### config.mk
export PLATFORM = sky130hd
export DESIGN_NAME = equiv_mismatch_monitor
export DESIGN_NICKNAME = d
export VERILOG_FILES = /design/src/rtl/equiv_mismatch_monitor.sv
export SDC_FILE = /design/constraint.sdc
export NUM_CORES = 1
export LEC_CHECK = 0
export BUFFER_PORTS_ARGS = -buffer_cell sky130_fd_sc_hd__buf_2
export CAP_MARGIN = 20
export CORE_MARGIN = 2
export CORE_UTILIZATION = 40
export CTS_CLUSTER_SIZE = 20
export DETAILED_ROUTE_END_ITERATION = 6
export SYNTH_ARGS = -nofsm -noshare
export SYNTH_HDL_FRONTEND = slang
export SYNTH_SLANG_ARGS = --single-unit
### constraint.sdc
create_clock -name clk -period 5.43 [get_ports clk]
set_input_delay 0.543 -clock clk [delete_from_list [all_inputs] [get_ports clk]]
set_output_delay 0.543 -clock clk [all_outputs]
set_load 0.005 [all_outputs]
### src/rtl/equiv_mismatch_monitor.sv
// Equivalence-harness output monitor: warm-up skip, mismatch flag/count, and a FWFT record FIFO.
// Optional macro EQV_STOP_ON_ERR_EN: return to IDLE after the first recorded mismatch.
module equiv_mismatch_monitor #(
    parameter int unsigned WIDTH  = 91,
    parameter int unsigned WARMUP = 4,
    parameter int unsigned CNT_W  = 32,
    parameter int unsigned ERR_W  = 16,
    parameter int unsigned DEPTH  = 4
) (
    input  logic             clk,
    input  logic             rst_n,
    input  logic             start,
    input  logic [WIDTH-1:0] y_1,
    input  logic [WIDTH-1:0] y_2,
    output logic             busy,
    output logic             checking,
    output logic             fail,
    output logic [ERR_W-1:0] err_cnt,
    output logic             overflow,
    output logic             rec_valid,
    input  logic             rec_ready,
    output logic [CNT_W-1:0] rec_cycle,
    output logic [WIDTH-1:0] rec_diff
);

    localparam int unsigned AW = (DEPTH > 1) ? $clog2(DEPTH) : 1;
    localparam logic [AW:0] FULL_CNT = (AW+1)'(DEPTH);
    localparam logic [CNT_W-1:0] WARM_LAST = (WARMUP > 0) ? CNT_W'(WARMUP - 1) : '0;

    typedef enum logic [1:0] {
        S_IDLE,
        S_WARMUP,
        S_CHECK
    } state_t;

    state_t           state;
    logic [CNT_W-1:0] cyc_cnt;

    logic [CNT_W-1:0] mem_cycle [DEPTH];
    logic [WIDTH-1:0] mem_diff  [DEPTH];
    logic [AW-1:0]    wr_ptr;
    logic [AW-1:0]    rd_ptr;
    logic [AW-1:0]    rd_ptr_inc;
    logic [AW:0]      count;
    logic [AW:0]      count_nxt;

    logic             mismatch;
    logic             hit;
    logic             pop;
    logic             full;
    logic             push;
    logic             drop;
    logic [WIDTH-1:0] diff;
    logic [CNT_W-1:0] head_cycle_nxt;
    logic [WIDTH-1:0] head_diff_nxt;

    always_comb begin
        diff       = y_1 ^ y_2;
        mismatch   = (y_1 != y_2);
        hit        = (state == S_CHECK) && !start && mismatch;
        pop        = rec_valid && rec_ready && !start;
        full       = (count == FULL_CNT);
        push       = hit && (!full || pop);
        drop       = hit && full && !pop;
        rd_ptr_inc = rd_ptr + AW'(1);

        count_nxt = count;
        case ({push, pop})
            2'b10:   count_nxt = count + (AW+1)'(1);
            2'b01:   count_nxt = count - (AW+1)'(1);
            default: count_nxt = count;
        endcase

        // The head register tracks the entry that will sit at rd_ptr after this edge;
        // a push into an empty (or just-emptied) FIFO bypasses the memory.
        head_cycle_nxt = rec_cycle;
        head_diff_nxt  = rec_diff;
        if (push && ((count == '0) || ((count == (AW+1)'(1)) && pop))) begin
            head_cycle_nxt = cyc_cnt;
            head_diff_nxt  = diff;
        end else if (pop && (count > (AW+1)'(1))) begin
            head_cycle_nxt = mem_cycle[rd_ptr_inc];
            head_diff_nxt  = mem_diff[rd_ptr_inc];
        end
    end

    always_ff @(posedge clk or negedge rst_n) begin
        if (!rst_n) begin
            state    <= S_IDLE;
            cyc_cnt  <= '0;
            busy     <= 1'b0;
            checking <= 1'b0;
            fail     <= 1'b0;
            err_cnt  <= '0;
            overflow <= 1'b0;
        end else if (start) begin
            cyc_cnt  <= '0;
            fail     <= 1'b0;
            err_cnt  <= '0;
            overflow <= 1'b0;
            busy     <= 1'b1;
            if (WARMUP == 0) begin
                state    <= S_CHECK;
                checking <= 1'b1;
            end else begin
                state    <= S_WARMUP;
                checking <= 1'b0;
            end
        end else begin
            case (state)
                S_WARMUP: begin
                    cyc_cnt <= cyc_cnt + CNT_W'(1);
                    if (cyc_cnt == WARM_LAST) begin
                        state    <= S_CHECK;
                        checking <= 1'b1;
                    end
                end
                S_CHECK: begin
                    cyc_cnt <= cyc_cnt + CNT_W'(1);
                    if (mismatch) begin
                        fail <= 1'b1;
                        if (err_cnt != '1) begin
                            err_cnt <= err_cnt + ERR_W'(1);
                        end
                        if (drop) begin
                            overflow <= 1'b1;
                        end
`ifdef EQV_STOP_ON_ERR_EN
                        state    <= S_IDLE;
                        busy     <= 1'b0;
                        checking <= 1'b0;
`endif
                    end
                end
                default: begin
                    state    <= S_IDLE;
                    busy     <= 1'b0;
                    checking <= 1'b0;
                end
            endcase
        end
    end

    always_ff @(posedge clk or negedge rst_n) begin
        if (!rst_n) begin
            wr_ptr    <= '0;
            rd_ptr    <= '0;
            count     <= '0;
            rec_valid <= 1'b0;
            rec_cycle <= '0;
            rec_diff  <= '0;
        end else if (start) begin
            wr_ptr    <= '0;
            rd_ptr    <= '0;
            count     <= '0;
            rec_valid <= 1'b0;
        end else begin
            if (push) begin
                wr_ptr <= wr_ptr + AW'(1);
            end
            if (pop) begin
                rd_ptr <= rd_ptr_inc;
            end
            count     <= count_nxt;
            rec_valid <= (count_nxt != '0);
            rec_cycle <= head_cycle_nxt;
            rec_diff  <= head_diff_nxt;
        end
    end

    always_ff @(posedge clk) begin
        if (push) begin
            mem_cycle[wr_ptr] <= cyc_cnt;
            mem_diff[wr_ptr]  <= diff;
        end
    end

endmodule

==> impl_metrics.csv, run 1 <==
group,metric,value,unit
floorplanning,fp-row-count,97,
clock_network,clkLatencyLatePin,600,ps
power,max-vdd-ir-drop,0.000213,V
logic_synthesis,avgSynthCellArea,18.4,um2
worst_setup_path,arrival,3900,ps
worst_setup_path,max_stage_delay,820,ps
detailed_routing,drc,0,
detailed_routing,wl_per_cell,23.5,um
finish,fillCellCount,5938,
floorplanning,core,69700,um2
clock_network,root_buffer,"clkbuf_16",
logic_synthesis,async_flop_share,0.272,
logic_synthesis,ys_seq_area_frac,0.691,
logic_synthesis,yosysTopAreaCellShare,0.527,
logic_synthesis,synthesis.nets,1721,
logic_synthesis,yosys-top-cells-count,"edfxtp_1 (492), dfrtp_1 (184), mux2_2 (183)",
finish,drive_gt1_frac,0.402,
logic_synthesis,syn_inst,1521,
global_routing,grt-busiest-layer,"met2",
clock_network,postCtsSetupBuffers,0,
floorplanning,dieWidth,269,um
sta,worst_slew_pin_slew,1060,ps
sta,finalSetupTns,0,ps
clock_network,clock-sinks,676,
finish,final_cells,2881,
logic_synthesis,synth_warnings,0,
detailed_routing,wirelength,67600,um
sta,period_minus_slack,3660,ps
worst_setup_path,cp.required,5680,ps
clock_network,path_clk_slew,60,ps
power,p_total,12.4,mW
sta,finalMaxSlewViolations,0,
finish,nets,2084,
sta,hold_viol,0,
floorplanning,pin_count,330,
logic_synthesis,yosys.area.top_type,"edfxtp_1",
placement,numPlacedInstances,2750,
global_routing,gr-usage-all-layers,0.188,
clock_network,cts_tree,"yes",
global_routing,grt_use_met3,0.0340,
sta,rsz0062_at_grt,"no",
detailed_routing,avgViaCountPerCell,5.24,
detailed_routing,ant_nets,0,
floorplanning,die_h,269,um
sta,setup_viol,0,
placement,hpwlAfterDp,43500,um
worst_setup_path,path_cells,"buf_2 -> xor2_1 -> nor4_1 -> nand4_1 -> nor4_4 -> a21boi_2 -> and3_1 -> and2_4 -> buf_4",
finish,diodes,0,
logic_synthesis,synthTopCellsByArea,"edfxtp_1 (53%), dfrtp_1 (16%), mux4_2 (9.9%)",
detailed_routing,num_vias,15100,
sta,skew,22.8,ps
power,p_per_area,373,nW/um2
logic_synthesis,synth.distinct_cells,46,
sta,final.period_utilization,0.673,
placement,io_buffers,329,
worst_setup_path,critical_path.slowest_cell,"xor2_1",
global_routing,grt_pass1_wl,99900,um
power,p_leak,13.1,nW
placement,post_dp_cell_area,30900,um2
sta,worst_slack,1770,ps
global_routing,use_met1,0.266,
floorplanning,fp.dieArea,72200,um2
global_routing,grt_overflow,0,
global_routing,grt_max_degree,124,
logic_synthesis,synth_flop_cell,"edfxtp_1",
logic_synthesis,synth_seq_cells,676,
global_routing,use_met2,0.306,
logic_synthesis,synth_area,28000,um2
global_routing,antenna_found_initial,5,
floorplanning,start_util,0.403,
clock_network,cts_buffer_depth,3,
run,maxCapViolCount,0,
finish,area_growth,18.7,%
clock_network,hold_buffers,0,
worst_setup_path,path_class,"in -> reg",
sta,slew_headroom,0.292,
worst_setup_path,crit_fanout,45,
detailed_routing,drtIter0Drc,834,
placement,gp_congestion,0.755,
placement,pre_cts_slack,1140,ps
sta,fmax,0.274,GHz
logic_synthesis,synth-edff-count,492,
clock_network,cts_made_buffers,72,
logic_synthesis,yosysMostFrequentCell,"edfxtp_1",
worst_setup_path,start_kind,"input pin",
worst_setup_path,end_kind,"register",
outcome,outcome,"finished, final reports clean",
hold_path,hold_class,"in -> async",
clock_network,htree_levels,3,
clock_network,cts-resized-gates,0,
detailed_routing,first_pass_iters,5,
finish,design_area,33300,um2
global_routing,grt_pass1_vias,15400,
cells in the final DEF, fill, tap and decap left out, types with 20 or more instances in the layout:
cell	netlist	final
edfxtp_1	492	492
mux2_2	183	183
mux4_2	123	123
xor2_1	112	112
clkbuf_1	39	20
nor2_1	58	58
clkbuf_16	0	76
nand2_1	22	22
nand4_1	22	22
nor4_1	31	31
mux2_1	69	69
dfrtp_1	184	182
buf_2	10	328
report_power, final:
| part | internal [mW] | total, mW | switching, mW |
|---|---|---|---|
| Clock | 2.96 | 4.89 | 1.93 |
| Sequential | 5.93 | 6.18 | 0.253 |
| Combinational | 0.714 | 1.37 | 0.653 |
state kept, by name, indices dropped and copies added (netlist names):
| register | cells |
|---|---|
| busy | 1 |
| checking | 1 |
| count | 3 |
| cyc_cnt | 32 |
| err_cnt | 16 |
| fail | 1 |
| mem_cycle | 128 |
| mem_diff | 364 |
| overflow | 1 |
| rd_ptr | 2 |
| rec_cycle | 32 |
| rec_diff | 91 |
| rec_valid | 1 |
| state | 1 |
| wr_ptr | 2 |
area by class of cell:
type,instances,area [um2],share of cell area
clock buffers,107,2130,0.0639
clock inverters,24,262,0.00786
inverters,18,67.6,0.00203
multi-input cells,758,8260,0.248
flip-flops and latches,676,19400,0.582
well taps,940,1180,0.0353
repair buffers,358,2010,0.0604
metrics by stage:
step                utilization  hold WS (ps)
finish                    0.478          7.88
detailed placement        0.444           514
global route              0.478          75.8
floorplan                     -           247
global placement          0.444           517
CTS                       0.478          75.3
metal layers:
metal	wire length, um	vias to the layer above
met5	7	-
met4	806	2
met3	3560	61
met2	33300	397
met1	29900	7940
li1	-	6687
cells by family (layout without fill, tap and decap cells):
family	count (synthesis)	in the layout	synth area share
DFF	676	676	0.691
muxes	380	380	0.202
and+or+nand+nor	200	200	0.0384
xor gates and xnor gates	121	121	0.0378
buffers and inverters	87	507	0.0150
AOI/OAI and AO/OA	43	43	0.00973
adders and majority gates	14	14	0.00625
path summary, 6_finish.rpt:
kind | startpoint | endpoint | slack, ps | cells after the start
setup / recovery | y_2[1] | mem_diff[3][50] | 1770 | 9
hold / removal | rst_n | rec_diff[24] | 8 | 1
setup reg to reg | state[0] | mem_diff[3][50] | 2280 | 6
hold reg to reg | busy | busy | 520 | 2
max in group asynchronous | rst_n | rd_ptr[0] | 4300 | 2
min in group clk | rec_ready | rd_ptr[0] | 330 | 4
critical path, delay by kind of cell:
family          cells  cell delay, ps
xor+xnor            1             820
buf+inv             2             570
compound gates      1             320
simple gates        5            1560
No activity file was read; power rests on OpenSTA's default activity.
==> run 2: changes to the inputs <==
==> constraint.sdc (replaced) <==
create_clock -name clk -period 3.5 [get_ports clk]
set_input_delay 0.35 -clock clk [delete_from_list [all_inputs] [get_ports clk]]
set_output_delay 0.35 -clock clk [all_outputs]
set_load 0.005 [all_outputs]
==> impl_metrics.csv, run 2 (same netlist as run 1, synthesis figures left out) <==
group,metric,value,unit
outcome,outcome,"finished, final reports clean",
power,power.switching,4.49,mW
detailed_routing,avgViaCountPerCell,5.20,
power,p_int,14.7,mW
finish,layout_common_cells,"edfxtp_1 (492), buf_2 (328), mux2_2 (183)",
sta,slew_headroom,0.272,
clock_network,root_buffer,"clkbuf_16",
worst_setup_path,end_kind,"register",
global_routing,antenna_found_initial,0,
worst_setup_path,cp.required,4050,ps
placement,gp_congestion,0.784,
floorplanning,die_h,269,um
worst_setup_path,worst_path_dominant_cell_family,"simple AND/OR/NAND/NOR gates",
clock_network,clkLatencyLatePin,610,ps
hold_path,hold_class,"in -> reg",
floorplanning,pin_count,330,
hold_path,min_to,"rd_ptr[0]",
floorplanning,fp.dieArea,72200,um2
sta,fmax,0.333,GHz
power,p_seq_frac,0.499,
sta,period_minus_slack,3000,ps
clock_network,clock-sinks,676,
sta,skew,26.3,ps
worst_setup_path,r2r_start,"checking",
detailed_routing,drtIter0Drc,844,
finish,area_growth,21.3,%
power,p_comb_frac,0.118,
sta,finalMaxSlewViolations,0,
detailed_routing,num_vias,15400,
power,max-vdd-ir-drop,0.000316,V
finish,drive_gt1_frac,0.424,
clock_network,htree_levels,3,
power,p_total,19.2,mW
finish,largest_reg_flops,364,
placement,io_buffers,329,
finish,regMostFlops,"mem_diff",
placement,hpwlAfterDp,46200,um
sta,worst_slew_pin_slew,1090,ps
clock_network,path_clk_slew,60,ps
finish,nets,2156,
finish,reg_top3,"mem_diff: 364 flops, mem_cycle: 128 flops, rec_diff: 91 flops",
worst_setup_path,path_buf_inv,3,
global_routing,grt_max_degree,81,
global_routing,gr-usage-all-layers,0.191,
sta,holdWs,126,ps
global_routing,grt_pass1_vias,15700,
sta,setup_viol,0,
floorplanning,start_util,0.403,
sta,final.period_utilization,0.857,
clock_network,cts_made_buffers,70,
worst_setup_path,path_class,"in -> reg",
finish,layout.cells.most_common,"edfxtp_1",
worst_setup_path,rrSetupSlack,770,ps
worst_setup_path,critical_path.slowest_cell,"nor4_1",
global_routing,grt_pass1_wl,101000,um
hold_path,holdPathStages,4,
detailed_routing,drc,0,
power,p_per_area,563,nW/um2
worst_setup_path,rr_endpoint,"cyc_cnt[31]",
finish,diodes,0,
global_routing,grt_overflow,0,
sta,hold_viol,0,
finish,fillCellCount,5944,
worst_setup_path,start_kind,"input pin",
worst_setup_path,crit_fanout,6,
floorplanning,fp-row-count,97,
detailed_routing,ant_nets,0,
worst_setup_path,arrival,3550,ps
power,clockPowerShare,0.383,
power,p_sw_frac,0.234,
worst_setup_path,reg2reg_depth,9,
floorplanning,core,69700,um2
detailed_routing,wl_per_cell,23.3,um
clock_network,cts_buffer_depth,3,
power,p_leak,13.5,nW
clock_network,cts_tree,"yes",
worst_setup_path,max_stage_delay,740,ps
run,maxCapViolCount,0,
worst_setup_path,path_cells,"buf_2 -> xor2_1 -> nor4_1 -> buf_4 -> nand4_1 -> nor4_4 -> a21boi_2 -> and3_1 -> inv_1 -> ha_1 -> nor2b_1 -> a21oi_1 -> a311oi_1 -> a21o_1",
floorplanning,dieWidth,269,um
sta,rsz0062_at_grt,"no",
detailed_routing,first_pass_iters,6,
hold_path,min_from,"rec_ready",
detailed_routing,wirelength,68900,um
clock_network,postCtsSetupBuffers,0,
-- run 2: cell count changes in the layout (fill, tap and decap cells not counted), sizes merged --
cell / previous run / this run
buf: 358 / 431
bufinv: 5 / 4
clkbuf: 107 / 99
clkinv: 16 / 24
clkinvlp: 1 / 2
dlygate4sd3: 0 / 1
inv: 20 / 18
-- run 2: layout make-up --
cell class / instances / area [um2] / share of cell area
flip-flops and latches: 676 / 19400 / 0.570
clock inverters: 30 / 274 / 0.00805
repair buffers: 432 / 2860 / 0.0840
inverters: 18 / 67.6 / 0.00199
clock buffers: 99 / 2010 / 0.0590
well taps: 940 / 1180 / 0.0346
multi-input cells: 758 / 8260 / 0.243
-- run 2: worst max path at each step --
stage	start	end	slack, ps	cells after the start
2_1_floorplan	y_2[62]	mem_cycle[0][0]	-70	8
6_report	y_2[54]	rec_valid	500	14
4_1_cts	y_2[54]	rec_valid	530	13
3_3_place_gp	y_2[54]	rec_valid	-80	13
5_1_grt	y_2[54]	rec_valid	380	14
3_5_place_dp	y_2[54]	rec_valid	-90	13
-- run 2: power groups by stage --
stage | Sequential [mW] | Clock (mW) | Combinational [mW]
after floorplan | 9.64 | 0 | 1.03
after global placement | 9.73 | 0 | 2.25
after detailed placement | 9.74 | 0 | 2.31
after CTS | 9.58 | 7.51 | 2.33
after global routing | 9.62 | 7.86 | 2.49
final | 9.57 | 7.33 | 2.27
-- run 2: metrics by stage --
stage / util / TNS [ps] / instances / area (um2) / worst slack [ps]
6_report: 0.488 / 0 / 2953 / 34000 / 501
5_1_grt: 0.488 / 0 / 2953 / 34000 / 380
4_1_cts: 0.488 / 0 / 2953 / 34000 / 530
3_5_place_dp: 0.456 / -2000 / 2823 / 31700 / -92.9
3_3_place_gp: 0.456 / -152 / 2823 / 31700 / -79.2
2_1_floorplan: - / -35020 / 1521 / 28000 / -71.2
-- run 2: per-layer routing --
layer	vias to the layer above	routed length [um]	track usage
met3	63	4390	0.0414
met2	427	33600	0.314
met4	0	1220	0.0527
li1	6818	-	-
met1	8052	29600	0.259
met5	-	0	0
-- run 2: worst min-delay path: cells and delay by family --
family,cells,cell delay (ps)
buffers and inverters,1,120
AND/OR/NAND/NOR,2,160
XOR/XNOR,1,60
-- run 2: what timing repair did --
| item | 4_1_cts | 5_1_grt |
|---|---|---|
| hold endpoints to repair | 77 | 0 |
| hold buffers | 1 | 0 |
| resized for setup | 0 | 0 |
==> run 3: changes to the inputs <==
--- a/config.mk
+++ b/config.mk
@@ -7,6 +7,7 @@
 export LEC_CHECK = 0
 export BUFFER_PORTS_ARGS = -buffer_cell sky130_fd_sc_hd__buf_2
 export CAP_MARGIN = 20
+export CORE_ASPECT_RATIO = 1.75
 export CORE_MARGIN = 2
 export CORE_UTILIZATION = 40
 export CTS_CLUSTER_SIZE = 20
==> impl_metrics.csv, run 3 (same netlist as run 1, synthesis figures left out) <==
group,metric,value,unit
clock_network,path_clk_slew,70,ps
clock_network,root_buffer,"clkbuf_16",
floorplanning,fp.dieArea,72300,um2
detailed_routing,ant_nets,0,
placement,io_buffers,329,
sta,finalMaxSlewViolations,0,
worst_setup_path,path_cells,"inv_1 -> ha_1 -> nand4b_1 -> or3_1 -> nor3_2 -> nand4_1 -> nor2_1 -> xnor2_1 -> nor2_1",
clock_network,cts-resized-gates,0,
power,max-vdd-ir-drop,0.000393,V
power,p_sw_frac,0.236,
finish,area_growth,20.5,%
worst_setup_path,arrival,3310,ps
floorplanning,fp-row-count,128,
global_routing,grt_pass1_wl,105000,um
clock_network,clock-sinks,676,
clock_network,hold_buffers,1,
worst_setup_path,cp_common_cell,"nor2_1",
sta,worst_slew_pin_slew,995,ps
detailed_routing,avgViaCountPerCell,5.28,
floorplanning,pin_count,330,
finish,reg_top3,"mem_diff: 364 flops, mem_cycle: 128 flops, rec_diff: 91 flops",
clock_network,htree_levels,2,
placement,hpwlAfterDp,48000,um
sta,rsz0062_at_grt,"no",
hold_path,hold_class,"in -> reg",
detailed_routing,drtIter0Drc,947,
worst_setup_path,cp.required,3960,ps
worst_setup_path,end_kind,"register",
detailed_routing,num_vias,15300,
clock_network,clkLatencyLatePin,610,ps
global_routing,antenna_found_initial,1,
detailed_routing,first_pass_iters,5,
outcome,outcome,"finished, final reports clean",
hold_path,min_from,"rec_ready",
finish,fin_util,0.486,
clock_network,cts_buffer_depth,3,
finish,layout_common_cells,"edfxtp_1 (492), buf_2 (329), mux2_2 (183)",
worst_setup_path,start_kind,"register",
power,p_per_area,558,nW/um2
finish,largest_reg_flops,364,
placement,post_dp_cell_area,31700,um2
global_routing,gr-usage-all-layers,0.194,
clock_network,cts_tree,"yes",
finish,regMostFlops,"mem_diff",
power,clockPowerShare,0.372,
global_routing,grt_overflow,0,
worst_setup_path,path_class,"reg -> reg",
finish,layout.cells.most_common,"edfxtp_1",
detailed_routing,wirelength,70500,um
sta,final.period_utilization,0.814,
finish,nets,2144,
power,p_leak,13.4,nW
sta,period_minus_slack,2850,ps
finish,fillCellCount,5867,
sta,holdWs,126,ps
sta,slew_headroom,0.334,
worst_setup_path,critical_path.slowest_cell,"or3_1",
sta,fmax,0.351,GHz
power,p_total,18.8,mW
run,maxCapViolCount,0,
detailed_routing,drc,0,
clock_network,postCtsSetupBuffers,0,
global_routing,grt_max_degree,89,
worst_setup_path,cp-startpoint,"checking",
detailed_routing,wl_per_cell,24.3,um
power,p_int,14.4,mW
clock_network,cts_made_buffers,60,
worst_setup_path,crit_fanout,6,
floorplanning,dieWidth,204,um
sta,setup_viol,0,
power,p_seq_frac,0.507,
finish,design_area,33800,um2
sta,skew,26.3,ps
worst_setup_path,max_stage_delay,510,ps
floorplanning,core,69500,um2
power,p_comb_frac,0.121,
power,power.switching,4.45,mW
placement,gp_congestion,0.798,
global_routing,grt_pass1_vias,16200,
floorplanning,die_h,354,um
worst_setup_path,r2r_start,"checking",
floorplanning,start_util,0.403,
finish,drive_gt1_frac,0.422,
sta,hold_viol,0,
-- run 3: worst paths after layout --
kind,end,slack [ps],depth (start not counted)
worst max-delay path,cyc_cnt[31],650,9
worst min-delay path,rd_ptr[0],130,4
worst max register to register,cyc_cnt[31],650,9
worst min register to register,fail,540,2
max in group asynchronous,rec_cycle[22],2260,3
min in group asynchronous,rec_diff[36],330,2
-- run 3: layer usage --
metal,vias up,global-route usage,wire length (um)
li1,6781,-,-
met5,-,0,0
met3,73,0.0232,2840
met1,8101,0.241,28300
met4,0,0.0477,1420
met2,390,0.358,38000
-- run 3: cell type report --
cell class,count,area (um2),area share
tap,910,1140,0.0337
clock inverter,35,429,0.0127
clock buffer,79,1680,0.0496
timing repair buffer,430,2840,0.0840
multi-input combinational,758,8260,0.244
sequential,676,19400,0.574
antenna,1,2.50,0.0000740
inverter,18,67.6,0.00200
-- run 3: power by group through the flow --
stage	clock network [mW]	logic (mW)	registers, mW
finish	7.01	2.28	9.56
CTS	7.15	2.36	9.57
floorplan	0	1.03	9.64
global placement	0	2.28	9.73
global route	7.43	2.50	9.62
detailed placement	0	2.34	9.74
-- run 3: through the flow --
step                setup WS, ps  setup TNS, ps  std cells
finish                       650              0       2907
global route                 496              0       2906
CTS                          619              0       2906
detailed placement        -0.319         -0.319       2791
global placement            -609        -300110       2790
floorplan                  -71.2         -35020       1521
-- run 3: critical path: cells and delay by family (launching register included) --
kind | cells | cell delay (ps)
AND/OR/NAND/NOR | 6 | 1680
flip-flops | 1 | 410
adder cells (fa/ha/maj) | 1 | 410
XOR/XNOR | 1 | 130
buffers and inverters | 1 | 60
